$ cat config.mk
export PLATFORM = sky130hd
export DESIGN_NAME = uart_tx_engine
export DESIGN_NICKNAME = d
export VERILOG_FILES = /design/src/rtl/uart_tx_engine.sv
export SDC_FILE = /design/constraint.sdc
export NUM_CORES = 1
export LEC_CHECK = 0
export CAP_MARGIN = 25
export CORE_MARGIN = 2
export CORE_UTILIZATION = 55
export CTS_CLUSTER_DIAMETER = 80
export DETAILED_ROUTE_END_ITERATION = 10
export PLACE_DENSITY = 0.82
export SLEW_MARGIN = 20
export SYNTH_ARGS = -nofsm -noshare
export SYNTH_HDL_FRONTEND = slang
export SYNTH_SLANG_ARGS = --single-unit
$ cat constraint.sdc
create_clock -name clk -period 7.7 [get_ports clk]
set_input_delay 1.54 -clock clk [delete_from_list [all_inputs] [get_ports clk]]
set_output_delay 1.54 -clock clk [all_outputs]
set_load 0.01 [all_outputs]
$ cat src/rtl/uart_tx_engine.sv
// UART transmit path: a 16-entry byte FIFO feeding an LCR-configured serializer.
// One serial bit spans 16 enable ticks; frame format is latched when a byte is popped.
module uart_tx_engine #(
    parameter int FIFO_DEPTH = 16,
    parameter int FIFO_PTR_W = 4,
    parameter int FIFO_CNT_W = 5
) (
    input  logic                  clk,
    input  logic                  wb_rst_i,
    input  logic [7:0]            lcr,
    input  logic                  tf_push,
    input  logic [7:0]            wb_dat_i,
    input  logic                  enable,
    input  logic                  tx_reset,
    output logic                  stx_pad_o,
    output logic [2:0]            state,
    output logic [FIFO_CNT_W-1:0] tf_count
);

    typedef enum logic [2:0] {
        S_IDLE   = 3'd0,
        S_START  = 3'd1,
        S_DATA   = 3'd2,
        S_PARITY = 3'd3,
        S_STOP   = 3'd4
    } tx_state_t;

    tx_state_t             st;
    logic [7:0]            fifo_mem [FIFO_DEPTH];
    logic [FIFO_PTR_W-1:0] wr_ptr;
    logic [FIFO_PTR_W-1:0] rd_ptr;
    logic [7:0]            head;
    logic                  fifo_full;
    logic                  fifo_empty;
    logic                  push_ok;
    logic                  pop;

    logic [3:0]            tick;
    logic [2:0]            bit_idx;
    logic                  stop_ext;
    logic                  line_bit;
    logic                  tick_last;
    logic                  stop_last;
    logic                  brk;

    logic [7:0]            shreg;
    logic [1:0]            wlen;
    logic                  par_en;
    logic                  stop2;
    logic                  par_bit;
    logic                  lcr_unused;

    function automatic logic calc_parity(input logic [7:0] d, input logic [1:0] wl,
                                         input logic even, input logic stick);
        logic [7:0] mask;
        logic       p;
        mask = 8'hFF >> (2'd3 - wl);
        p    = ^(d & mask);
        if (stick)
            return ~even;
        return even ? p : ~p;
    endfunction

    assign lcr_unused = lcr[7];
    assign brk        = lcr[6];
    assign state      = st;
    assign head       = fifo_mem[rd_ptr];
    assign fifo_full  = (tf_count == FIFO_CNT_W'(FIFO_DEPTH));
    assign fifo_empty = (tf_count == '0);
    assign push_ok    = tf_push && !tx_reset && !fifo_full;
    assign tick_last  = (tick == 4'd15);

    // Long stop: a full 16-tick pass, then an extension of 8 (5-bit words) or 16 ticks.
    assign stop_last  = stop_ext ? (tick == ((wlen == 2'd0) ? 4'd7 : 4'd15))
                                 : (tick_last && !stop2);

    assign pop = enable && !tx_reset && !fifo_empty &&
                 ((st == S_IDLE) || ((st == S_STOP) && stop_last));

    always_ff @(posedge clk) begin
        if (push_ok)
            fifo_mem[wr_ptr] <= wb_dat_i;
    end

    always_ff @(posedge clk or posedge wb_rst_i) begin
        if (wb_rst_i) begin
            wr_ptr   <= '0;
            rd_ptr   <= '0;
            tf_count <= '0;
        end else if (tx_reset) begin
            rd_ptr   <= wr_ptr;
            tf_count <= '0;
        end else begin
            if (push_ok)
                wr_ptr <= wr_ptr + 1'b1;
            if (pop)
                rd_ptr <= rd_ptr + 1'b1;
            if (push_ok && !pop)
                tf_count <= tf_count + 1'b1;
            else if (pop && !push_ok)
                tf_count <= tf_count - 1'b1;
        end
    end

    always_ff @(posedge clk) begin
        if (pop) begin
            shreg   <= head;
            wlen    <= lcr[1:0];
            stop2   <= lcr[2];
            par_en  <= lcr[3];
            par_bit <= calc_parity(head, lcr[1:0], lcr[4], lcr[5]);
        end else if (enable && (st == S_DATA) && tick_last) begin
            shreg <= {1'b0, shreg[7:1]};
        end
    end

    // Break overrides the wire every cycle; transitions also drive the new bit straight out.
    always_ff @(posedge clk or posedge wb_rst_i) begin
        if (wb_rst_i) begin
            st        <= S_IDLE;
            tick      <= '0;
            bit_idx   <= '0;
            stop_ext  <= 1'b0;
            line_bit  <= 1'b1;
            stx_pad_o <= 1'b1;
        end else begin
            stx_pad_o <= ~brk & line_bit;
            if (enable) begin
                case (st)
                    S_IDLE: begin
                        if (pop) begin
                            st        <= S_START;
                            tick      <= '0;
                            line_bit  <= 1'b0;
                            stx_pad_o <= 1'b0;
                        end
                    end
                    S_START: begin
                        if (tick_last) begin
                            st        <= S_DATA;
                            tick      <= '0;
                            bit_idx   <= '0;
                            line_bit  <= shreg[0];
                            stx_pad_o <= ~brk & shreg[0];
                        end else begin
                            tick <= tick + 4'd1;
                        end
                    end
                    S_DATA: begin
                        if (tick_last) begin
                            tick <= '0;
                            if (bit_idx == ({1'b0, wlen} + 3'd4)) begin
                                if (par_en) begin
                                    st        <= S_PARITY;
                                    line_bit  <= par_bit;
                                    stx_pad_o <= ~brk & par_bit;
                                end else begin
                                    st        <= S_STOP;
                                    stop_ext  <= 1'b0;
                                    line_bit  <= 1'b1;
                                    stx_pad_o <= ~brk;
                                end
                            end else begin
                                bit_idx   <= bit_idx + 3'd1;
                                line_bit  <= shreg[1];
                                stx_pad_o <= ~brk & shreg[1];
                            end
                        end else begin
                            tick <= tick + 4'd1;
                        end
                    end
                    S_PARITY: begin
                        if (tick_last) begin
                            st        <= S_STOP;
                            tick      <= '0;
                            stop_ext  <= 1'b0;
                            line_bit  <= 1'b1;
                            stx_pad_o <= ~brk;
                        end else begin
                            tick <= tick + 4'd1;
                        end
                    end
                    S_STOP: begin
                        if (stop_last) begin
                            tick     <= '0;
                            stop_ext <= 1'b0;
                            if (pop) begin
                                st        <= S_START;
                                line_bit  <= 1'b0;
                                stx_pad_o <= 1'b0;
                            end else begin
                                st        <= S_IDLE;
                                line_bit  <= 1'b1;
                                stx_pad_o <= ~brk;
                            end
                        end else if (tick_last) begin
                            tick     <= '0;
                            stop_ext <= 1'b1;
                        end else begin
                            tick <= tick + 4'd1;
                        end
                    end
                    default: begin
                        st        <= S_IDLE;
                        tick      <= '0;
                        line_bit  <= 1'b1;
                        stx_pad_o <= ~brk;
                    end
                endcase
            end
        end
    end

endmodule

==> run_results.csv, run 1 <==
group,metric,value,unit
clock_network,ctsHoldBuffers,0,
die,initial_core_util,56.77,%
synthesis,synth_fp_nets,472,
power_and_ir_drop,power_density,327.3,nW/µm²
synthesis,synth_mux_area_share,13.50,%
clock_network,ctsLongestPathBuffers,2,
finish,drive_above_1_share,16.67,%
power_and_ir_drop,switching_share,31.10,%
worst_setup_path,crit_path_top_delay_cell,"clkdlybuf4s50_1",
synthesis,synth.distinct_cells,47,
global_route,grt_pass1_vias,4042,
clock_network,tritoncts,"done",
worst_setup_path,cp.arrival,4340,ps
worst_setup_path,path_cells,"clkdlybuf4s50_1, and3b_1, nand2b_1, fa_1, a21o_1, a21oi_1, or3_1, a21oi_1, a31oi_1, o21ai_0",
clock_network,cts_htree_levels,4,
global_route,antenna_found_initial,0,
synthesis,syn_inst,439,
sta,setup_viol,0,
die,placementRows,41,
finish,layout_common_cells,"edfxtp_1, nand2_1, clkdlybuf4s50_1",
sta,drv_slew,0,
synthesis,synth_edf_count,141,
power_and_ir_drop,p_int,1864,µW
worst_setup_path,crit_top_cell,"a21oi_1",
synthesis,synthXorXnorAreaFrac,2.495,%
drt,first_pass_iters,5,
hold_path,min_path_type,"reg2reg",
die,die_w,118.6,µm
global_route,grt_overflow_total,0,
worst_setup_path,cp-start-kind,"input port",
outcome,status,"complete, no violations",
synthesis,yosysSeqAreaShare,67.67,%
clock_network,clock_latency,430,ps
place,portBuffers,28,
sta,fmax,247.4,MHz
synthesis,synthFlopType,"edfxtp_1",
clock_network,path_clk_slew,70,ps
power_and_ir_drop,seq_power_share,42.7,%
finish,finalNetCount,506,
global_route,grt_use_total,21.15,%
drt,drt_wl_total,14000,µm
place,dpl.hpwl,9009,µm
synthesis,synthArstFlopShare,15.57,%
sta,skew,7.222,ps
synthesis,yosys.area_share.simple,6.791,%
clock_network,clock_sinks,167,
synthesis,synth_top_family_by_area,"multiplexers",
die,coreArea,12720,µm²
worst_setup_path,endpoint_kind,"register",
clock_network,cts_resized,0,
synthesis,synth_top_area_cell,"edfxtp_1",
sta,finalCriticalPeriod,4043,ps
synthesis,synth_top_area_share,58.63,%
synthesis,synth_seq_cells,167,
sta,tightest_slew,725.8,ps
drt,drtIter0Drc,596,
worst_setup_path,criticalPathCategory,"in2reg",
power_and_ir_drop,pwr-share-comb,27.0,%
clock_network,post_cts_buffers,0,
synthesis,yosys_warnings,0,
synthesis,syn_area,7222,µm²
worst_setup_path,cpLargestDelayFamily,"simple AND/OR/NAND/NOR gates",
die,io_pins,30,
synthesis,synth-adder-area-share,2.183,%
sta,final.setup.tns,0,ps
worst_setup_path,critPathMaxFanout,16,
drt,drc,0,
worst_setup_path,critPathMaxStageDelay,660,ps
finish,diodes,0,
synthesis,synth_compound_area_share,5.457,%
synthesis,synth_area_leaders,"edfxtp_1, dfrtp_1, mux4_2",
global_route,grt_max_degree,35,
power_and_ir_drop,power.switching,841.6,µW
synthesis,avgSynthCellArea,16.45,µm²
place,gp_congestion,0.8777,
clock_network,cts_root_buf,"clkbuf_16",
worst_setup_path,cp.buffers_inverters,1,
die,fp.dieArea,14060,µm²
finish,area_delta_synth_final,14.47,%
global_route,grt_pass1_wl,21990,µm
die,die_h,118.6,µm
power_and_ir_drop,ir_drop,0.2096,mV
power_and_ir_drop,power,2706,µW
power_and_ir_drop,clockPowerShare,30.3,%
sta,relSlewSlack,51.61,%
sta,rsz0062_at_grt,"false",
sta,hold_violations,0,
drt,wl_per_cell,21.28,µm
power_and_ir_drop,p_leak,0.002864,µW
worst_setup_path,worstPathRequired,8000,ps
sta,fin_crit_sh,52.50,%
drt,vias_per_cell,6.106,
job,cap_violations,0,
drt,antenna_left,0,
drt,vias,4018,
finish,mostFrequentLayoutCell,"edfxtp_1",
clock_network,cts-buffers-inserted,17,
stage by stage:
stage                     util (%)  instance area (µm²)  hold WS [ps]  worst slack, ps  cells
after floorplan                  -                 7222         469.7             3892    439
after global placement       60.32                 7674         499.0             3330    625
after detailed placement     60.32                 7674         509.3             3260    625
after CTS                    64.86                 8252         520.1             3676    657
after global routing         64.98                 8267         543.3             3459    658
final                        64.98                 8267         526.6             3657    658
kinds of logic after synthesis:
family,after synthesis
flip-flops,167
AND/OR/NAND/NOR,94
buffers and inverters,31
multiplexers,52
AO/OA/AOI/OAI,64
adder cells (fa/ha/maj),12
XOR/XNOR,19
cells in the mapped netlist, types with 7 or more instances:
cell type and count:
mux4_1 10, nor2_1 10, mux2_2 13, dfrtp_1 24, edfxtp_1 141, ha_1 11, mux4_2 22, a22oi_1 13
and3_1 9, nand2_1 28, a21oi_1 14, nand3_1 9, and2_1 9, inv_1 10, clkbuf_1 10, mux2i_1 7
xnor2_1 14, buf_2 8, o21ai_0 21
sequential cells by signal, indices dropped and copies added (netlist names), 2 cells and up:
name      count
bit_idx       3
state         3
wr_ptr        4
tick          4
tf_count      5
shreg         8
fifo_mem    128
wlen          2
rd_ptr        4
final cells by class:
| class | instances | area (µm²) |
|---|---|---|
| multi-input combinational | 241 | 2201 |
| inverter | 10 | 37.54 |
| clock inverter | 15 | 152.6 |
| tap | 172 | 215.2 |
| fill | 876 | 4456 |
| timing repair buffer | 36 | 347.8 |
| clock buffer | 17 | 425.4 |
| sequential | 167 | 4887 |
power by group through the flow:
stage	Combinational, µW	Sequential (µW)	Clock (µW)
floorplan	572	1130	0
global placement	703	1170	0
detailed placement	726	1170	0
CTS	734	1150	831
global route	793	1170	869
finish	731	1150	820
final timing paths:
path | start | end | slack (ps) | cells after the start
setup reg to reg | rd_ptr[0]$_DFFE_PP0P_ | par_bit$_DFFE_PN_ | 4590 | 9
setup / recovery | tx_reset | tf_count[4]$_DFFE_PP0P_ | 3660 | 10
hold / removal | tick[0]$_DFFE_PP0P_ | tick[0]$_DFFE_PP0P_ | 530 | 1
min in group asynchronous | wb_rst_i | tick[3]$_DFFE_PP0P_ | 1360 | 2
max in group asynchronous | wb_rst_i | rd_ptr[2]$_DFFE_PP0P_ | 5920 | 3
hold reg to reg | tick[0]$_DFFE_PP0P_ | tick[0]$_DFFE_PP0P_ | 530 | 1
layer usage:
layer,global-route usage [%],up-vias,share of wire [%]
met5,0,-,0
met4,6.845,0,1.8
met3,5.888,23,7.5
met2,35.52,166,51
met1,26.74,2033,39
li1,-,1796,-
Power figures use the tool's default switching activity.
==> inputs of run 2 (changes only) <==
--- a/config.mk
+++ b/config.mk
@@ -7,10 +7,10 @@
 export LEC_CHECK = 0
 export CAP_MARGIN = 25
 export CORE_MARGIN = 2
-export CORE_UTILIZATION = 55
+export CORE_UTILIZATION = 54
 export CTS_CLUSTER_DIAMETER = 80
 export DETAILED_ROUTE_END_ITERATION = 10
-export PLACE_DENSITY = 0.82
+export PLACE_DENSITY = 0.84
 export SLEW_MARGIN = 20
 export SYNTH_ARGS = -nofsm -noshare
 export SYNTH_HDL_FRONTEND = slang
==> constraint.sdc (replaced) <==
create_clock -name clk -period 3.7 [get_ports clk]
set_input_delay 0.74 -clock clk [delete_from_list [all_inputs] [get_ports clk]]
set_output_delay 0.74 -clock clk [all_outputs]
set_load 0.01 [all_outputs]
==> run 2 against run 1 <==
Against the previous run:
- register-to-register slack worse by 4100 ps
- wire length grew 5.0%
- sequential cell count unchanged
- hold slack worse by 1.2 ps
- die area rose by 1.8%
- total power is 120% higher
- final area grew 1.3%
- critical path type is now reg2reg
- critical endpoint unchanged
- highest routed layer unchanged
==> run_results.csv, run 2 (same netlist as run 1, synthesis figures left out) <==
group,metric,value,unit
worst_setup_path,endpoint_kind,"register",
global_route,grt_pass1_wl,22820,µm
worst_setup_path,worstPathRequired,4040,ps
drt,vias,4121,
clock_network,ctsLongestPathBuffers,2,
sta,setup_viol,0,
global_route,grt_overflow_total,0,
die,fp.dieArea,14310,µm²
finish,layout_common_cells,"edfxtp_1, nand2_1, clkdlybuf4s50_1",
clock_network,cts-buffers-inserted,17,
sta,drv_slew,0,
clock_network,clock_latency,440,ps
die,die_h,119.6,µm
sta,fmax,312.5,MHz
drt,wl_per_cell,22.15,µm
global_route,grt_pass1_vias,4065,
sta,tightest_slew,777.3,ps
finish,finalNetCount,508,
clock_network,ctsHoldBuffers,0,
place,gp_congestion,0.8715,
clock_network,clock_sinks,167,
sta,relSlewSlack,48.18,%
finish,final_util,63.74,%
drt,drt_wl_total,14710,µm
sta,fin_crit_sh,86.48,%
clock_network,path_clk_slew,60,ps
global_route,antenna_found_initial,0,
drt,drtIter0Drc,492,
finish,mostFrequentLayoutCell,"edfxtp_1",
clock_network,tritoncts,"done",
finish,largest_reg_flops,128,
outcome,status,"complete, no violations",
power_and_ir_drop,power_density,705.2,nW/µm²
finish,reg_top3,"fifo_mem: 128 flops, shreg: 8 flops, tf_count: 5 flops",
drt,drc,0,
die,initial_core_util,54.97,%
power_and_ir_drop,p_leak,0.002910,µW
job,cap_violations,0,
sta,rsz0062_at_grt,"false",
clock_network,post_cts_buffers,0,
die,placementRows,42,
finish,drive_above_1_share,16.80,%
place,portBuffers,28,
drt,first_pass_iters,5,
clock_network,cts_root_buf,"clkbuf_16",
sta,skew,14.36,ps
worst_setup_path,criticalPathCategory,"reg2reg",
global_route,grt_use_total,21.93,%
worst_setup_path,cp-start-kind,"register",
sta,final.setup.tns,0,ps
die,die_w,119.6,µm
place,placed_cells,631,
sta,hold_violations,0,
clock_network,cts_resized,0,
clock_network,cts_htree_levels,4,
sta,finalCriticalPeriod,3200,ps
place,dpl.hpwl,8873,µm
finish,final_cells,664,
finish,regMostFlops,"fifo_mem",
hold_path,min_path_type,"in2async",
die,io_pins,30,
die,coreArea,13140,µm²
global_route,grt_max_degree,35,
drt,vias_per_cell,6.206,
drt,antenna_left,0,
power_and_ir_drop,ir_drop,0.6494,mV
finish,diodes,0,
finish,area_delta_synth_final,15.96,%
worst_setup_path,critPathMaxFanout,6,
worst_setup_path,cp.arrival,3540,ps
==> run 2: changes by cell type in the layout (fill, tap and decap cells not counted), sizes merged <==
cell,before,now
bufinv,0,4
inv,19,16
buf,8,10
clkinv,3,1
clkbuf,17,18
==> run 2: metrics by stage <==
stage                     instance area, µm²  hold WS (ps)  setup WS [ps]  total power, µW
after floorplan                         7222         469.7          571.6             3548
after global placement                  7706         494.5          572.6             3896
after detailed placement                7706         511.8          438.7             3972
after CTS                               8347         525.3          604.7             5918
after global routing                    8374         542.4          221.5             6151
final                                   8374         525.4          500.1             5905
==> run 2: final cells by class <==
cell class              count  area, µm²
clock inverters            14      211.5
inverters                  10      37.54
well taps                 176      220.2
multi-input cells         241       2201
repair buffers             38      387.9
fillers                   910       4763
clock buffers              18      429.2
flip-flops and latches    167       4887
==> run 2: path summary, 6_finish.rpt <==
check	from	endpoint	slack [ps]	depth (start not counted)
max	tf_count[0]$_DFFE_PP0P_	tf_count[4]$_DFFE_PP0P_	500	12
min	wb_rst_i	tf_count[1]$_DFFE_PP0P_	530	2
max reg2reg	tf_count[0]$_DFFE_PP0P_	tf_count[4]$_DFFE_PP0P_	500	12
min reg2reg	tick[1]$_DFFE_PP0P_	tick[1]$_DFFE_PP0P_	530	2
max in group asynchronous	wb_rst_i	wr_ptr[1]$_DFFE_PP0P_	2790	3
min in group clk	tick[1]$_DFFE_PP0P_	tick[1]$_DFFE_PP0P_	530	2
==> run 2: layer usage <==
layer | vias to the layer above | GRT usage (%) | wire, µm
met5 | - | 0 | 0
met4 | 0 | 8.676 | 318
met3 | 28 | 5.418 | 960
met2 | 189 | 37.07 | 7657
met1 | 2108 | 27.40 | 5773
li1 | 1796 | - | -
==> run 2: power by group <==
group	internal, µW	leakage (µW)	switching (µW)	total [µW]
Sequential	2230	0.00159	179	2410
Combinational	770	0.00101	808	1580
Clock	1150	0.000304	767	1920
Total	4150	0.00291	1750	5910
==> run 2: worst max-delay path, cell delays in order, from the launching register on <==
cell      delay, ps
dfrtp_1         460
nor4_1          440
a21oi_1         170
nand3_1         150
a21oi_2          50
nand2b_1        280
fa_1            450
a21o_1          200
a21oi_1         280
nand3_1         150
a21oi_1         220
a31oi_1          70
o21ai_0         190
==> inputs of run 3 (changes only) <==
--- a/config.mk
+++ b/config.mk
@@ -7,10 +7,11 @@
 export LEC_CHECK = 0
 export CAP_MARGIN = 25
 export CORE_MARGIN = 2
-export CORE_UTILIZATION = 54
+export CORE_UTILIZATION = 50
+export CTS_BUF_LIST = sky130_fd_sc_hd__clkbuf_4
 export CTS_CLUSTER_DIAMETER = 80
 export DETAILED_ROUTE_END_ITERATION = 10
-export PLACE_DENSITY = 0.84
+export PLACE_DENSITY = 0.79
 export SLEW_MARGIN = 20
 export SYNTH_ARGS = -nofsm -noshare
 export SYNTH_HDL_FRONTEND = slang
==> run 3 against run 2 <==
Against the previous run:
- non-clock buffer count increased by 2
- count of clock-buffer cells in the layout is 1 higher
- global-route usage decreased by 2.7 points
- wire length decreased by 8.4%
- hold slack worse by 130 ps
- die area grew 7.7%
- largest cell class unchanged
- highest routed layer unchanged
==> run_results.csv, run 3 (same netlist as run 1, synthesis figures left out) <==
group,metric,value,unit
worst_setup_path,worstRegToRegCells,12,
finish,nFillCells,1051,
finish,finalNetCount,510,
drt,drtIter0Drc,412,
finish,reg_top3,"fifo_mem: 128 flops, shreg: 8 flops, tf_count: 5 flops",
die,io_pins,30,
worst_setup_path,reg2reg_to,"tf_count[4]$_DFFE_PP0P_",
sta,relSlewSlack,57.05,%
worst_setup_path,r2r_start,"tf_count[0]$_DFFE_PP0P_",
outcome,status,"complete, no violations",
finish,diodes,0,
drt,vias,3909,
worst_setup_path,critPathMaxFanout,6,
clock_network,clock_sinks,167,
worst_setup_path,crit_path_top_delay_cell,"dfrtp_1",
worst_setup_path,r2r_slack,710,ps
die,die_h,124.2,µm
drt,routed-wl-met2,6607,µm
power_and_ir_drop,p_leak,0.002763,µW
die,die_w,124.2,µm
global_route,grt_use_total,19.18,%
sta,drv_slew,0,
sta,hold_slack,391.8,ps
job,cap_violations,0,
worst_setup_path,crit_path_start,"tf_count[0]$_DFFE_PP0P_",
worst_setup_path,critPathMaxStageDelay,480,ps
worst_setup_path,cp.arrival,3460,ps
clock_network,cts_root_buf,"clkbuf_4",
drt,top_layer,"met4",
clock_network,cts_htree_levels,4,
worst_setup_path,cpLargestDelayFamily,"compound AO/OA/AOI/OAI gates",
finish,drive_above_1_share,17.14,%
drt,antenna_left,0,
global_route,grt_max_degree,35,
die,coreArea,13990,µm²
die,initial_core_util,51.63,%
worst_setup_path,endpoint_kind,"register",
place,portBuffers,28,
global_route,grt_overflow_total,0,
drt,drc,0,
sta,fin_crit_sh,80.71,%
sta,setup_viol,0,
power_and_ir_drop,power_density,617.1,nW/µm²
global_route,grt_pass1_vias,3911,
worst_setup_path,cp.depth,12,
sta,fmax,334.9,MHz
drt,first_pass_iters,5,
clock_network,clock_latency,560,ps
drt,dr_wl_met3,683,µm
sta,finalCriticalPeriod,2986,ps
sta,rsz0062_at_grt,"false",
finish,layout_common_cells,"edfxtp_1, nand2_1, clkdlybuf4s50_1",
worst_setup_path,cp.buffers_inverters,0,
power_and_ir_drop,ir_drop,0.3079,mV
die,placementRows,43,
worst_setup_path,criticalPathCategory,"reg2reg",
sta,skew,20.18,ps
worst_setup_path,crit_top_cell,"a21oi_1",
finish,final_util,57.37,%
finish,regMostFlops,"fifo_mem",
worst_setup_path,cp-start-kind,"register",
global_route,antenna_found_initial,0,
finish,regArea,4887,µm²
hold_path,min_path_type,"in2async",
clock_network,path_clk_slew,150,ps
clock_network,tritoncts,"done",
drt,wl_met1,5973,µm
place,gp_congestion,0.8550,
sta,tightest_slew,642.9,ps
die,fp.dieArea,15420,µm²
drt,vias_per_cell,5.834,
drt,drt_wl_total,13480,µm
clock_network,cts-buffers-inserted,17,
sta,hold_violations,0,
worst_setup_path,path_cells,"nor4_1, a21oi_1, nand3_1, a21oi_2, nand2b_1, fa_1, a21o_1, a21oi_1, nand3_1, a21oi_1, a31oi_1, o21ai_0",
clock_network,ctsLongestPathBuffers,2,
clock_network,cts_resized,0,
clock_network,ctsHoldBuffers,0,
global_route,grt_pass1_wl,21390,µm
finish,mostFrequentLayoutCell,"edfxtp_1",
finish,design_area,8025,µm²
drt,wl_per_cell,20.11,µm
clock_network,post_cts_buffers,0,
place,dpl.hpwl,8718,µm
finish,area_delta_synth_final,11.12,%
sta,final.setup.tns,0,ps
finish,largest_reg_flops,128,
finish,multi_input_area,2201,µm²
place,place_area,7726,µm²
worst_setup_path,worstPathRequired,4170,ps
run 3: cell count changes in the layout (fill, tap and decap cells not counted), sizes merged:
cell and delta:
buf +2, clkinv +2, clkbuf +1, clkinvlp -1, inv +1, bufinv -3
run 3: final cells by class:
type                       count  share of cell area (%)
multi-input combinational    241                   27.42
tap                          180                   2.806
inverter                      10                  0.4677
clock inverter                13                   1.606
clock buffer                  19                   1.777
sequential                   167                   60.90
timing repair buffer          40                   5.020
run 3: worst max-delay path by stage:
stage / slack, ps / to
after global placement: 580 / tf_count[4]$_DFFE_PP0P_
final: 710 / tf_count[4]$_DFFE_PP0P_
after detailed placement: 500 / tf_count[4]$_DFFE_PP0P_
after global routing: 390 / tf_count[4]$_DFFE_PP0P_
after floorplan: 570 / tf_count[4]$_DFFE_PP0P_
after CTS: 710 / tf_count[4]$_DFFE_PP0P_
run 3: routing by layer:
layer	global-route usage [%]	up-vias
met2	29.95	122
li1	-	1798
met1	26.80	1972
met5	0	-
met3	4.441	17
met4	6.531	0
run 3: stage by stage:
stage / power (µW) / std cells / setup WS (ps)
2_1_floorplan: 3548 / 439 / 571.6
3_3_place_gp: 3900 / 637 / 577.4
3_5_place_dp: 3957 / 637 / 500.0
4_1_cts: 4975 / 669 / 707.8
5_1_grt: 5237 / 670 / 387.4
6_report: 4953 / 670 / 713.6
run 3: worst register-to-register path, cell delays in order (launching register included):
cell,delay (ps)
dfrtp_1,480
nor4_1,420
a21oi_1,170
nand3_1,140
a21oi_2,50
nand2b_1,270
fa_1,450
a21o_1,200
a21oi_1,220
nand3_1,100
a21oi_1,170
a31oi_1,50
o21ai_0,170
run 3: where the power goes:
group	leakage, µW	total [µW]	switching, µW	internal [µW]
logic	0.00102	1530	758	771
clock network	0.000147	1030	666	367
registers	0.00159	2390	164	2230
